<file path="src/rtl/cpu_types_pkg.sv">
// Shared CPU/memory types: machine word, RAM handshake state, arbiter FSM state.
package cpu_types_pkg;

  typedef logic [31:0] word_t;

  typedef enum logic [1:0] {
    FREE   = 2'd0,
    BUSY   = 2'd1,
    ACCESS = 2'd2,
    ERROR  = 2'd3
  } ramstate_t;

  typedef enum logic [2:0] {
    IDLE  = 3'd0,
    DACC  = 3'd1,
    IACC  = 3'd2,
    HIT_D = 3'd3,
    HIT_I = 3'd4
  } arb_state_t;

endpackage

</file>
<file path="src/rtl/mem_arbiter_if.sv">
// Pipeline-side ihit/dhit ports and RAM-side handshake of the memory arbiter.
interface mem_arbiter_if;
  import cpu_types_pkg::*;

  // Handshake: a requester holds iREN/dREN/dWEN with a stable address until it
  // sees a one-cycle ihit/dhit, or drops the request to abandon it. The RAM
  // completes a strobed access in the cycle it reports ramstate == ACCESS.
  logic      iREN;
  word_t     iaddr;
  logic      ihit;
  word_t     iload;
  logic      dREN;
  logic      dWEN;
  word_t     daddr;
  word_t     dstore;
  logic      dhit;
  word_t     dload;
  logic      ramREN;
  logic      ramWEN;
  word_t     ramaddr;
  word_t     ramstore;
  word_t     ramload;
  ramstate_t ramstate;
  logic      arb_err;

  modport slave (
    input  iREN, iaddr, dREN, dWEN, daddr, dstore, ramload, ramstate,
    output ihit, iload, dhit, dload, ramREN, ramWEN, ramaddr, ramstore, arb_err
  );

  modport master (
    output iREN, iaddr, dREN, dWEN, daddr, dstore, ramload, ramstate,
    input  ihit, iload, dhit, dload, ramREN, ramWEN, ramaddr, ramstore, arb_err
  );

endinterface

</file>
<file path="src/rtl/arb_timeout_ctr.sv">
// Clear/enable counter that saturates at LAST; expired is high while count == LAST.
module arb_timeout_ctr #(
  parameter int            TW   = 8,
  parameter logic [TW-1:0] LAST = '1
) (
  input  logic          clk,
  input  logic          rst_n,
  input  logic          clear,
  input  logic          enable,
  output logic [TW-1:0] count,
  output logic          expired
);

  assign expired = (count == LAST);

  always_ff @(posedge clk or negedge rst_n) begin
    if (!rst_n)                   count <= '0;
    else if (clear)               count <= '0;
    else if (enable && !expired)  count <= count + TW'(1);
  end

endmodule

</file>
<file path="src/rtl/mem_arbiter.sv">
// Single-port RAM arbiter: data port has strict priority over instruction fetch.
// Optional MEM_ARB_STATS_EN adds saturating ifetch/dacc/wait counters.
module mem_arbiter
  import cpu_types_pkg::*;
#(
  parameter int TIMEOUT_CYCLES = 255,
  parameter int TW             = 8
) (
  input  logic          CLK,
  input  logic          nRST,
  mem_arbiter_if.slave  bus,
  output arb_state_t    dbg_state,
  output logic [TW-1:0] dbg_wait
`ifdef MEM_ARB_STATS_EN
  ,
  output word_t         ifetch_cnt,
  output word_t         dacc_cnt,
  output word_t         wait_cnt
`endif
);

  localparam logic [TW-1:0] TO_LAST = TW'(TIMEOUT_CYCLES - 1);

  arb_state_t state, state_n;
  logic       op_write, op_n;
  logic       ren_n, wen_n, ihit_n, dhit_n, err_n;
  word_t      addr_n, store_n, iload_n, dload_n;
  logic       in_acc, to_expired;

  assign in_acc    = (state == DACC) || (state == IACC);
  assign dbg_state = state;

  // Counter sits at zero outside an access, so each access starts from a clean count.
  arb_timeout_ctr #(.TW(TW), .LAST(TO_LAST)) u_timeout (
    .clk(CLK), .rst_n(nRST), .clear(!in_acc), .enable(in_acc),
    .count(dbg_wait), .expired(to_expired)
  );

  always_comb begin
    state_n = state;
    op_n    = op_write;
    ren_n   = bus.ramREN;
    wen_n   = bus.ramWEN;
    addr_n  = bus.ramaddr;
    store_n = bus.ramstore;
    iload_n = bus.iload;
    dload_n = bus.dload;
    ihit_n  = 1'b0;
    dhit_n  = 1'b0;
    err_n   = bus.arb_err;
    case (state)
      IDLE: begin
        if (bus.dREN || bus.dWEN) begin
          addr_n  = bus.daddr;
          store_n = bus.dstore;
          op_n    = bus.dWEN;
          wen_n   = bus.dWEN;
          ren_n   = !bus.dWEN;
          state_n = DACC;
        end else if (bus.iREN) begin
          addr_n  = bus.iaddr;
          ren_n   = 1'b1;
          wen_n   = 1'b0;
          state_n = IACC;
        end
      end
      DACC: begin
        // A write seen by the RAM must complete even if dWEN drops that cycle.
        if (bus.ramstate == ACCESS && (op_write || bus.dREN)) begin
          if (!op_write) dload_n = bus.ramload;
          dhit_n  = 1'b1;
          ren_n   = 1'b0;
          wen_n   = 1'b0;
          state_n = HIT_D;
        end else if (op_write ? !bus.dWEN : !bus.dREN) begin
          ren_n   = 1'b0;
          wen_n   = 1'b0;
          state_n = IDLE;
        end else if (to_expired) begin
          err_n   = 1'b1;
          ren_n   = 1'b0;
          wen_n   = 1'b0;
          state_n = IDLE;
        end
      end
      IACC: begin
        // Redirect or drop is checked before ACCESS so a stale fetch never hits.
        if (!bus.iREN || bus.iaddr != bus.ramaddr) begin
          ren_n   = 1'b0;
          state_n = IDLE;
        end else if (bus.ramstate == ACCESS) begin
          iload_n = bus.ramload;
          ihit_n  = 1'b1;
          ren_n   = 1'b0;
          state_n = HIT_I;
        end else if (to_expired) begin
          err_n   = 1'b1;
          ren_n   = 1'b0;
          state_n = IDLE;
        end
      end
      default: state_n = IDLE;
    endcase
  end

  always_ff @(posedge CLK or negedge nRST) begin
    if (!nRST) begin
      state        <= IDLE;
      op_write     <= 1'b0;
      bus.ramREN   <= 1'b0;
      bus.ramWEN   <= 1'b0;
      bus.ramaddr  <= '0;
      bus.ramstore <= '0;
      bus.iload    <= '0;
      bus.dload    <= '0;
      bus.ihit     <= 1'b0;
      bus.dhit     <= 1'b0;
      bus.arb_err  <= 1'b0;
    end else begin
      state        <= state_n;
      op_write     <= op_n;
      bus.ramREN   <= ren_n;
      bus.ramWEN   <= wen_n;
      bus.ramaddr  <= addr_n;
      bus.ramstore <= store_n;
      bus.iload    <= iload_n;
      bus.dload    <= dload_n;
      bus.ihit     <= ihit_n;
      bus.dhit     <= dhit_n;
      bus.arb_err  <= err_n;
    end
  end

`ifdef MEM_ARB_STATS_EN
  logic ifetch_sat, dacc_sat, wait_sat;

  arb_timeout_ctr #(.TW(32)) u_ifetch_cnt (
    .clk(CLK), .rst_n(nRST), .clear(1'b0), .enable(bus.ihit),
    .count(ifetch_cnt), .expired(ifetch_sat)
  );

  arb_timeout_ctr #(.TW(32)) u_dacc_cnt (
    .clk(CLK), .rst_n(nRST), .clear(1'b0), .enable(bus.dhit),
    .count(dacc_cnt), .expired(dacc_sat)
  );

  arb_timeout_ctr #(.TW(32)) u_wait_cnt (
    .clk(CLK), .rst_n(nRST), .clear(1'b0), .enable(in_acc),
    .count(wait_cnt), .expired(wait_sat)
  );
`endif

endmodule

</file>
<file path="src/flat_wrapper.sv">
// flat-port wrapper written by rule: the top's interface ports become plain ports
module mem_arbiter_flat import cpu_types_pkg::*;
#(
  parameter int TIMEOUT_CYCLES = 255,
  parameter int TW             = 8
)
  (CLK, nRST, dbg_state, dbg_wait, bus_iREN, bus_iaddr, bus_dREN, bus_dWEN, bus_daddr, bus_dstore, bus_ramload, bus_ramstate, bus_ihit, bus_iload, bus_dhit, bus_dload, bus_ramREN, bus_ramWEN, bus_ramaddr, bus_ramstore, bus_arb_err);
  mem_arbiter_if bus_i ();
  input  logic CLK;
  input  logic nRST;
  output arb_state_t dbg_state;
  output logic [TW-1:0] dbg_wait;
  input wire logic [$bits(bus_i.iREN)-1:0] bus_iREN;
  input wire logic [$bits(bus_i.iaddr)-1:0] bus_iaddr;
  input wire logic [$bits(bus_i.dREN)-1:0] bus_dREN;
  input wire logic [$bits(bus_i.dWEN)-1:0] bus_dWEN;
  input wire logic [$bits(bus_i.daddr)-1:0] bus_daddr;
  input wire logic [$bits(bus_i.dstore)-1:0] bus_dstore;
  input wire logic [$bits(bus_i.ramload)-1:0] bus_ramload;
  input wire logic [$bits(bus_i.ramstate)-1:0] bus_ramstate;
  output wire logic [$bits(bus_i.ihit)-1:0] bus_ihit;
  output wire logic [$bits(bus_i.iload)-1:0] bus_iload;
  output wire logic [$bits(bus_i.dhit)-1:0] bus_dhit;
  output wire logic [$bits(bus_i.dload)-1:0] bus_dload;
  output wire logic [$bits(bus_i.ramREN)-1:0] bus_ramREN;
  output wire logic [$bits(bus_i.ramWEN)-1:0] bus_ramWEN;
  output wire logic [$bits(bus_i.ramaddr)-1:0] bus_ramaddr;
  output wire logic [$bits(bus_i.ramstore)-1:0] bus_ramstore;
  output wire logic [$bits(bus_i.arb_err)-1:0] bus_arb_err;
  assign bus_i.iREN = bus_iREN;
  assign bus_i.iaddr = bus_iaddr;
  assign bus_i.dREN = bus_dREN;
  assign bus_i.dWEN = bus_dWEN;
  assign bus_i.daddr = bus_daddr;
  assign bus_i.dstore = bus_dstore;
  assign bus_i.ramload = bus_ramload;
  assign bus_i.ramstate = bus_ramstate;
  assign bus_ihit = bus_i.ihit;
  assign bus_iload = bus_i.iload;
  assign bus_dhit = bus_i.dhit;
  assign bus_dload = bus_i.dload;
  assign bus_ramREN = bus_i.ramREN;
  assign bus_ramWEN = bus_i.ramWEN;
  assign bus_ramaddr = bus_i.ramaddr;
  assign bus_ramstore = bus_i.ramstore;
  assign bus_arb_err = bus_i.arb_err;
  mem_arbiter #(.TIMEOUT_CYCLES(TIMEOUT_CYCLES), .TW(TW)) u_core (.CLK(CLK), .nRST(nRST), .bus(bus_i), .dbg_state(dbg_state), .dbg_wait(dbg_wait));
endmodule
</file>
<file path="config.mk">
export PLATFORM = sky130hd
export DESIGN_NAME = mem_arbiter_flat
export DESIGN_NICKNAME = d
export VERILOG_FILES = /design/src/rtl/cpu_types_pkg.sv /design/src/rtl/mem_arbiter_if.sv /design/src/rtl/arb_timeout_ctr.sv /design/src/rtl/mem_arbiter.sv /design/src/flat_wrapper.sv
export SDC_FILE = /design/constraint.sdc
export NUM_CORES = 1
export LEC_CHECK = 0
export CORE_ASPECT_RATIO = 0.5
export CORE_MARGIN = 8
export CORE_UTILIZATION = 43
export CTS_CLUSTER_DIAMETER = 120
export CTS_CLUSTER_SIZE = 28
export DETAILED_ROUTE_END_ITERATION = 8
export PLACE_DENSITY = 0.81
export SYNTH_ARGS = -nofsm -noshare
export SYNTH_HDL_FRONTEND = slang
export SYNTH_SLANG_ARGS = --single-unit
</file>
<file path="constraint.sdc">
create_clock -name CLK -period 2.2 [get_ports CLK]
set_input_delay 0.66 -clock CLK [delete_from_list [all_inputs] [get_ports CLK]]
set_output_delay 0.66 -clock CLK [all_outputs]
set_load 0.01 [all_outputs]
</file>
# After elaboration in Yosys (flattened, before gate mapping)
# Cells that the tools add are included.
op_classes:
  add_sub_neg: 1
  eq_ne: 12
  mux: 38
  n_bitwise: 2
  n_reduce_logical: 22
ops:
  columns: ["cell", "count"]
  rows:
  - ["32-bit 2-to-1 mux", 2]
  - ["32-bit inequality test", 1]
  - ["1-bit 2-to-1 mux", 23]
  - ["3-bit 2-to-1 mux", 7]
  - ["8-bit 2-to-1 mux", 2]
  - ["3-bit case mux with 3 select lines", 1]
  - ["3-bit AND reduction", 3]
  - ["8-bit by 1-bit adder with 8-bit output (second input constant)", 1]
  - ["8-bit equality test (second input constant)", 1]
  - ["2-bit inequality test (second input constant)", 4]
  - ["2-bit AND reduction", 3]
  - ["2-bit nonzero test", 3]
  - ["5-bit AND reduction", 1]
  - ["1-bit zero test", 4]
  - ["1-bit logical OR", 4]
  - ["4-bit inequality test (second input constant)", 1]
  - ["1-bit case mux with 2 select lines", 2]
  - ["3-bit by 1-bit equality test with 1-bit output (second input constant)", 1]
  - ["3-bit by 2-bit equality test with 1-bit output (second input constant)", 1]
  - ["3-bit zero test", 1]
  - ["3-bit by 2-bit inequality test with 1-bit output (second input constant)", 1]
  - ["1-bit case mux with 3 select lines", 1]
  - ["3-bit nonzero test", 1]
  - ["2-bit equality test (second input constant)", 1]
  - ["3 further kinds", 5]
totals:
  regBits: 145
  input_bits: 135
  output_inout_bits: 144
  elab_cells: 87

# Longest topological paths before layout
# Gate-level depths: netlist of run 1.
logic_depth:
  ltp_word: 5
  ltp_mapped: 8
  ltp_nobuf: 7

# By module
# A second synthesis of run 1 with hierarchy kept.
hier_totals:
  hier_cells: 507
  hier_area_um2: 6596.3
by_module_without_submodules:
  columns: ["mod", "instances", "cells_per_inst", "area_per_inst_um2", "seq_area_each_um2"]
  rows:
  - ["mem_arbiter", 1, 453, 6077.1, 3428.3]
  - ["arb_timeout_ctr", 1, 54, 519.2, 200.2]

# Worst setup path before layout of run 1
# OpenSTA, ideal clock, no wires.
synth_timing:
  path_type: "input to register"
  startpoint: "input bus_iaddr[3]"
  endpoint: "register u_core.bus.iload[10]"
  setup_time_ns: 0.125
  arrival_time_ns: 1.967
  required_time_ns: 2.075
  slack_ns: 0.108
  cell_stages: 6
  n_path_buf: 1
  cell_sequence: "xnor2_1 -> nand4_1 -> nor4_2 -> nand4_2 -> buf_6 -> mux2_4"
synth_via:
  elab_chain_len: 4
synth_lines:
  columns: ["item", "line_no", "rtl"]
  rows:
  - ["start, declared", "flat_wrapper.sv:14", "input wire logic [$bits(bus_i.iaddr)-1:0] bus_iaddr;"]
  - ["32-bit inequality test", "mem_arbiter.sv:88", "if (!bus.iREN || bus.iaddr != bus.ramaddr) begin"]
  - ["1-bit logical OR", "mem_arbiter.sv:88", null]
  - ["1-bit NOT (no line)", null, null]
  - ["3-bit AND reduction (no line)", null, null]
  - ["end signal, assigned", "mem_arbiter.sv:126", "bus.iload <= iload_n;"]
  - ["end, declared", "mem_arbiter_if.sv:28", "output ihit, iload, dhit, dload, ramREN, ramWEN, ramaddr, ramstore, arb_err"]
# Every way passes these cells.
# A chain may end at the register's enable or synchronous reset.

# Final worst setup path of run 1
layout_timing:
  startpoint: "register u_core.u_timeout.count[3]"
  endpoint: "output dbg_wait[3]"
layout_rtl:
  columns: ["item", "line_no", "rtl"]
  rows:
  - ["start, declared", "arb_timeout_ctr.sv:10", "output logic [TW-1:0] count,"]
  - ["start signal, assigned", "arb_timeout_ctr.sv:19", "else if (enable && !expired) count <= count + TW'(1);"]
  - ["end, declared", "flat_wrapper.sv:12", "output logic [TW-1:0] dbg_wait;"]
# No word-level cell between the ends.

==> results_dict.tcl, run 1 <==
set metrics [dict create \
    async_reset_ff_share_pct 100 \
    synth_cell_type_count 38 \
    antenna_left 0 \
    design_area_sq_um 10600 \
    synth_cells 496 \
    clockBufferDepth 2 \
    clock_skew_ps 10.3 \
    dpl-instance-area_sq_um 9730 \
    path_max_fanout 6 \
    crit_buf_inv 1 \
    max_freq_mhz 465 \
    max_slew_margin_pct 64.4 \
    max-cap-violations 0 \
    post-route-period-util_pct 97.8 \
    status "completed" \
    synth.top_cells.by_area "dfrtp_1 56%, mux2_2 11%, mux2_4 7.0%" \
    cts_root_buf "clkbuf_16" \
    grt_max_degree 51 \
    syn-num-nets 633 \
    ys_ff_latch 145 \
    worstPathRequired_ps 1540 \
    hold_viol 0 \
    cts_inserted_buffers 17 \
    cellPowerDensity_nw_per_um2 1210 \
    r2r.worst_path.cells 6 \
    hold_buffers 0 \
    insertion_delay_ps 410 \
    die_h_um 103 \
    cts.sinks 145 \
    wl_met3_um 910 \
    synthToLayoutAreaGrowth_pct 63.0 \
    initial_core_util_pct 44.4 \
    setup_viol 0 \
    ir_worst_vdd_mv 0.597 \
    wl_per_cell_um 20.8 \
    rr_startpoint "u_core.dbg_state[2]$_DFFE_PN0P_" \
    wl_met2_um 11700 \
    cts_tree "built" \
    dr.pass1.iters 4 \
    path_clk_slew_ps 70 \
    synth-edff-count 0 \
    drt-initial-drc-count 242 \
    ios 279 \
    criticalPathCategory "register to output pin" \
    r2r-end "u_core.bus.iload[7]$_DFFE_PN0P_" \
    rows 31 \
    cp.arrival_ps 1490 \
    nets 951 \
    coreArea_sq_um 14600 \
    io_buffers 278 \
    gp_congestion 0.835 \
    rsz0062_at_grt "no" \
    grt_pass1_wl_um 32200 \
    yosys_most_used_dff "dfrtp_1" \
    syn_area_per_cell_sq_um 13.1 \
    synth_area_sq_um 6480 \
    topRoutingLayerUsed "met4" \
    grt_remaining_overflow 0 \
    fillers 982 \
    ys_seq_area_share_pct 56.0 \
    grt_pass1_vias 5860 \
    finalWirelength_um 21400 \
    drt-met1-wl_um 8080 \
    drc 0 \
    crit_chain "clkdlybuf4s50_1" \
    period_needed_ps 2150 \
    via_per_inst 5.05 \
    yosysWarnings 0 \
    end_kind "output pin" \
    crit_slowest_cell "clkdlybuf4s50_1" \
    power_mw 12.8 \
    worst_pin_slew_ps 530 \
    grt_usage_pct 21.1 \
    yosysTopAreaCell "dfrtp_1" \
    htreeDepth 4 \
    die_x_um 190 \
    rrSetupSlack_ps 100 \
    path_delay_family "buffers and inverters" \
    p_leak_nw 4.81 \
    yosysTopAreaCellShare_pct 56.0 \
    dieArea_sq_um 19500 \
    vias 5192 \
    maxSlewViolCount 0 \
    critPathMaxStageDelay_ps 620 \
    dpl.hpwl_um 15500 \
    critPathLaunchType "register" \
    antenna_found_initial 4 \
    drive_gt1_share_pct 24.7 \
    hold_class "input pin to async pin" \
    startpoint "u_core.u_timeout.count[3]$_DFFE_PN0P_" \
]
## per-layer routing
layer,vias up,GRT usage (%)
met5,-,0
met4,0,9.49
met3,46,4.96
met2,162,39.6
met1,2590,22.7
li1,2394,-
## cell usage after synthesis (2+ instances only)
master and n:
dfrtp_1 145, mux2_2 62, nor2_1 53, xnor2_1 36, a21oi_1 34, mux2i_1 33
mux2_4 30, nand4_1 17, buf_2 11, buf_6 7, nand3_1 7, nor3_1 7
nand2_1 6, o21ai_0 6, buf_1 4, mux2_1 4, clkbuf_1 3, or2_2 3
a2111oi_0 2, a211oi_1 2, a22o_1 2, ha_1 2, nand2b_1 2, nor3b_1 2
o31ai_1 2, or3_1 2
## worst max path at each step
stage	end	slack [ps]	cells after the start
floorplan	u_core.bus.iload[10]$_DFFE_PN0P_	110	6
global placement	u_core.bus.iload[3]$_DFFE_PN0P_	-440	7
detailed placement	u_core.bus.iload[15]$_DFFE_PN0P_	-510	7
CTS	u_core.bus.iload[29]$_DFFE_PN0P_	-20	9
global route	dbg_wait[2]	1	1
finish	dbg_wait[3]	50	1
## state kept, by name, indices dropped and copies added, names as in the netlist
register                flops
u_core.bus.ramWEN           1
u_core.bus.iload           32
u_core.bus.ramREN           1
u_core.u_timeout.count      8
u_core.dbg_state            3
u_core.op_write             1
u_core.bus.dload           32
u_core.bus.ramstore        32
u_core.bus.ihit             1
u_core.bus.dhit             1
u_core.bus.ramaddr         32
u_core.bus.arb_err          1
## through the flow
step | utilization, % | worst slack, ps | std cells | TNS (ps) | hold WS [ps]
after floorplan | - | 108 | 496 | 0 | 364
after global placement | 66.7 | -441 | 985 | -18450 | 458
after detailed placement | 66.7 | -515 | 985 | -23190 | 469
after CTS | 71.6 | -16.6 | 1021 | -168 | 94.6
after global routing | 72.4 | 1.11 | 1028 | 0 | 108
final | 72.4 | 47.9 | 1028 | 0 | 106
## area by class of cell
class	instances	area, sq um	area share (%)
Multi-Input combinational cell	324	2860	27.0
Inverter	1	3.75	0.0355
Tap cell	198	248	2.35
Sequential cell	145	3630	34.4
Antenna cell	4	10.0	0.0948
Timing Repair Buffer	325	3240	30.7
Clock inverter	14	149	1.41
Clock buffer	17	425	4.03
## logic make-up after synthesis
kind of cell    Yosys count  synth area share, %
flops                   145                 56.0
mux                     129                 23.5
simple gates            104                 7.92
compound gates           52                 4.54
xor+xnor                 37                 5.00
buf+inv                  27                 2.65
fa+ha+maj                 2                0.386
## timing repair
action	in CTS	in global routing
endpoints found under the setup margin	34	32
hold endpoints to repair	0	0
gates resized for setup	25	27
pin swaps	1	9
buffers inserted	4	5
cloned	1	0
## where the power goes
group          internal [mW]  total [mW]  switching (mW)
logic                   3.30        5.60            2.30
registers               3.62        4.36           0.740
clock network           1.59        2.84            1.25
total                   8.51        12.8            4.29
## cells in the final DEF (no fill, tap or decap), types with 3 or more instances in the layout
master           count
buf_4               39
xnor2_2             19
clkdlybuf4s50_1    254
a21oi_1             34
mux2_1               4
buf_6                3
nor3_1               6
nand2_1              6
nand4_1             17
mux2i_1             33
or2_2                3
buf_12               6
mux2_2              62
xnor2_1             17
dfrtp_2              3
inv_6                5
dfrtp_1            142
clkbuf_16           17
dlygate4sd2_1       10
dlymetal6s2s_1      13
clkinvlp_4           4
nand3_1              7
o21ai_0              6
nor2_1              51
diode_2              4
mux2_4              30
## worst register-to-register path: stages, from the launching register on
cell and delay [ps]:
dfrtp_2 460, nor3b_4 270, nand4_1 190, nor4_4 360, nand4_4 150, buf_6 220
mux2_4 340
(Power assumes the default switching activity.)
==> run 2, diff against run 1 <==
CORE_UTILIZATION = 44   (was 43)
CTS_BUF_LIST = sky130_fd_sc_hd__clkbuf_8   (was unset)
PLACE_DENSITY = 0.94   (was 0.81)
==> run 2 against run 1 <==
  * The run now ends with negative setup slack left
  * Wire length is 23% higher
  * Core utilization is 0.61 points higher
  * Setup slack worse by 310 ps
  * Die area is 2.0% lower
==> results_dict.tcl, run 2 (synthesis gave the netlist of run 1 again) <==
set metrics [dict create \
    drive_gt1_share_pct 25.6 \
    cellPowerDensity_nw_per_um2 1200 \
    violations "negative setup slack" \
    clockBufferDepth 2 \
    rr_startpoint "u_core.bus.ramaddr[31]$_DFFE_PN0P_" \
    max_freq_mhz 405 \
    maxSlewViolCount 0 \
    grt_pass1_vias 6259 \
    cts_inserted_buffers 17 \
    post-route-period-util_pct 112 \
    die_x_um 188 \
    startpoint "bus_iaddr[31]" \
    power_mw 12.7 \
    rows 31 \
    gp_congestion 0.914 \
    hold_viol 0 \
    ir_worst_vdd_mv 0.687 \
    dp_slack_ps -535 \
    cts.sinks 145 \
    period_needed_ps 2470 \
    final_common_cell "clkdlybuf4s50_1" \
    vias 5825 \
    nets 960 \
    worstPathRequired_ps 2520 \
    via_per_inst 5.63 \
    path_max_fanout 8 \
    r2r-end "u_core.bus.iload[1]$_DFFE_PN0P_" \
    finalNonFillerCells 1034 \
    rsz0062_at_grt "yes" \
    post-route-util_pct 73.0 \
    grt_remaining_overflow 0 \
    path_clk_slew_ps 90 \
    initial_core_util_pct 44.9 \
    hold_buffers 0 \
    wl_per_cell_um 25.5 \
    grt_max_degree 52 \
    rrSetupSlack_ps -260 \
    die_h_um 102 \
    design_area_sq_um 10500 \
    status "finished with violations" \
    p_leak_nw 4.78 \
    grt_usage_pct 24.6 \
    max_slew_margin_pct 51.7 \
    dpl.hpwl_um 16900 \
    end_kind "register" \
    ios 279 \
    cp.arrival_ps 2790 \
    num_antenna_cells 0 \
    clock_skew_ps 15.6 \
    htreeDepth 4 \
    dpl-instance-area_sq_um 9730 \
    antenna_found_initial 0 \
    fin_ws_ps -267 \
    cts_root_buf "clkbuf_8" \
    dieArea_sq_um 19100 \
    dr.pass1.iters 5 \
    r2r.worst_path.cells 7 \
    layout_common_cells "254 x clkdlybuf4s50_1, 141 x dfrtp_1, 62 x mux2_2" \
    drc 0 \
    setup_viol 37 \
    fillers 880 \
    finalWirelength_um 26300 \
    cts_tree "built" \
    antenna_left 0 \
    grt_pass1_wl_um 36500 \
    max-cap-violations 0 \
    critPathLaunchType "input pin" \
    synthToLayoutAreaGrowth_pct 62.6 \
    insertion_delay_ps 440 \
    worst_pin_slew_ps 723 \
    coreArea_sq_um 14400 \
    numPlacedInstances 985 \
    hold_class "input pin to async pin" \
    criticalPathCategory "input pin to register" \
    io_buffers 278 \
    drt-initial-drc-count 509 \
]
## run 2: changes by cell type in the layout (fill, tap and decap cells not counted), sizes merged
cell / change
buf: +8
dlymetal6s2s: -8
clkdlybuf4s15: +4
diode: -4
bufinv: +3
clkbuf: +3
dlygate4sd2: +3
clkinvlp: -2
inv: -1
## run 2: cell type report
cell class	count	area [sq um]	share of cell area [%]
Clock buffer	18	248	2.35
Timing Repair Buffer	334	3360	31.9
Clock inverter	14	190	1.80
Inverter	1	3.75	0.0356
Sequential cell	145	3630	34.5
Tap cell	198	248	2.35
Multi-Input combinational cell	324	2860	27.1
## run 2: how the worst max path moves through the flow
stage / endpoint / slack (ps) / depth (start not counted)
2_1_floorplan: u_core.bus.iload[10]$_DFFE_PN0P_ / 110 / 6
3_3_place_gp: u_core.bus.iload[10]$_DFFE_PN0P_ / -470 / 8
3_5_place_dp: u_core.bus.iload[11]$_DFFE_PN0P_ / -530 / 8
4_1_cts: u_core.bus.iload[30]$_DFFE_PN0P_ / -30 / 7
5_1_grt: u_core.bus.iload[1]$_DFFE_PN0P_ / -430 / 7
6_report: u_core.bus.iload[1]$_DFFE_PN0P_ / -270 / 8
## run 2: power breakdown
part           internal [mW]  leakage [nW]  switching, mW  total (mW)
sequential              3.62          1.78          0.824        4.44
combinational           3.28          2.77           2.55        5.83
clock                   1.27         0.224           1.11        2.38
## run 2: metal layers
metal  routed length, um  vias to the layer above  part of all wire (%)  global-route usage, %
li1                    -                     2414                     -                      -
met1                8950                     2826                    34                   25.8
met2               13400                      404                    51                   44.2
met3                1920                      181                   7.3                   5.52
met4                2020                        0                   7.7                   18.2
met5                   0                        -                     0                      0
## run 2: worst max-delay path: stages
cell and delay (ps):
clkdlybuf4s15_1 230, xnor2_2 240, nand4_1 260, nor4_4 510, nand4_4 180, buf_12 220, clkbuf_16 170, mux2_2 290
## run 2: through the flow
stage	hold slack [ps]	TNS [ps]
6_report	148	-8320
5_1_grt	170	-13830
4_1_cts	157	-399
3_5_place_dp	481	-29710
3_3_place_gp	474	-21770
2_1_floorplan	364	0
## run 2: what timing repair did
item / CTS / global route
setup endpoints to repair: 35 / 39
pin swaps: 13 / 13
gates resized for setup: 40 / 21
setup buffers: 6 / 8
gates cloned: 2 / 1
hold endpoints to repair: 0 / 0
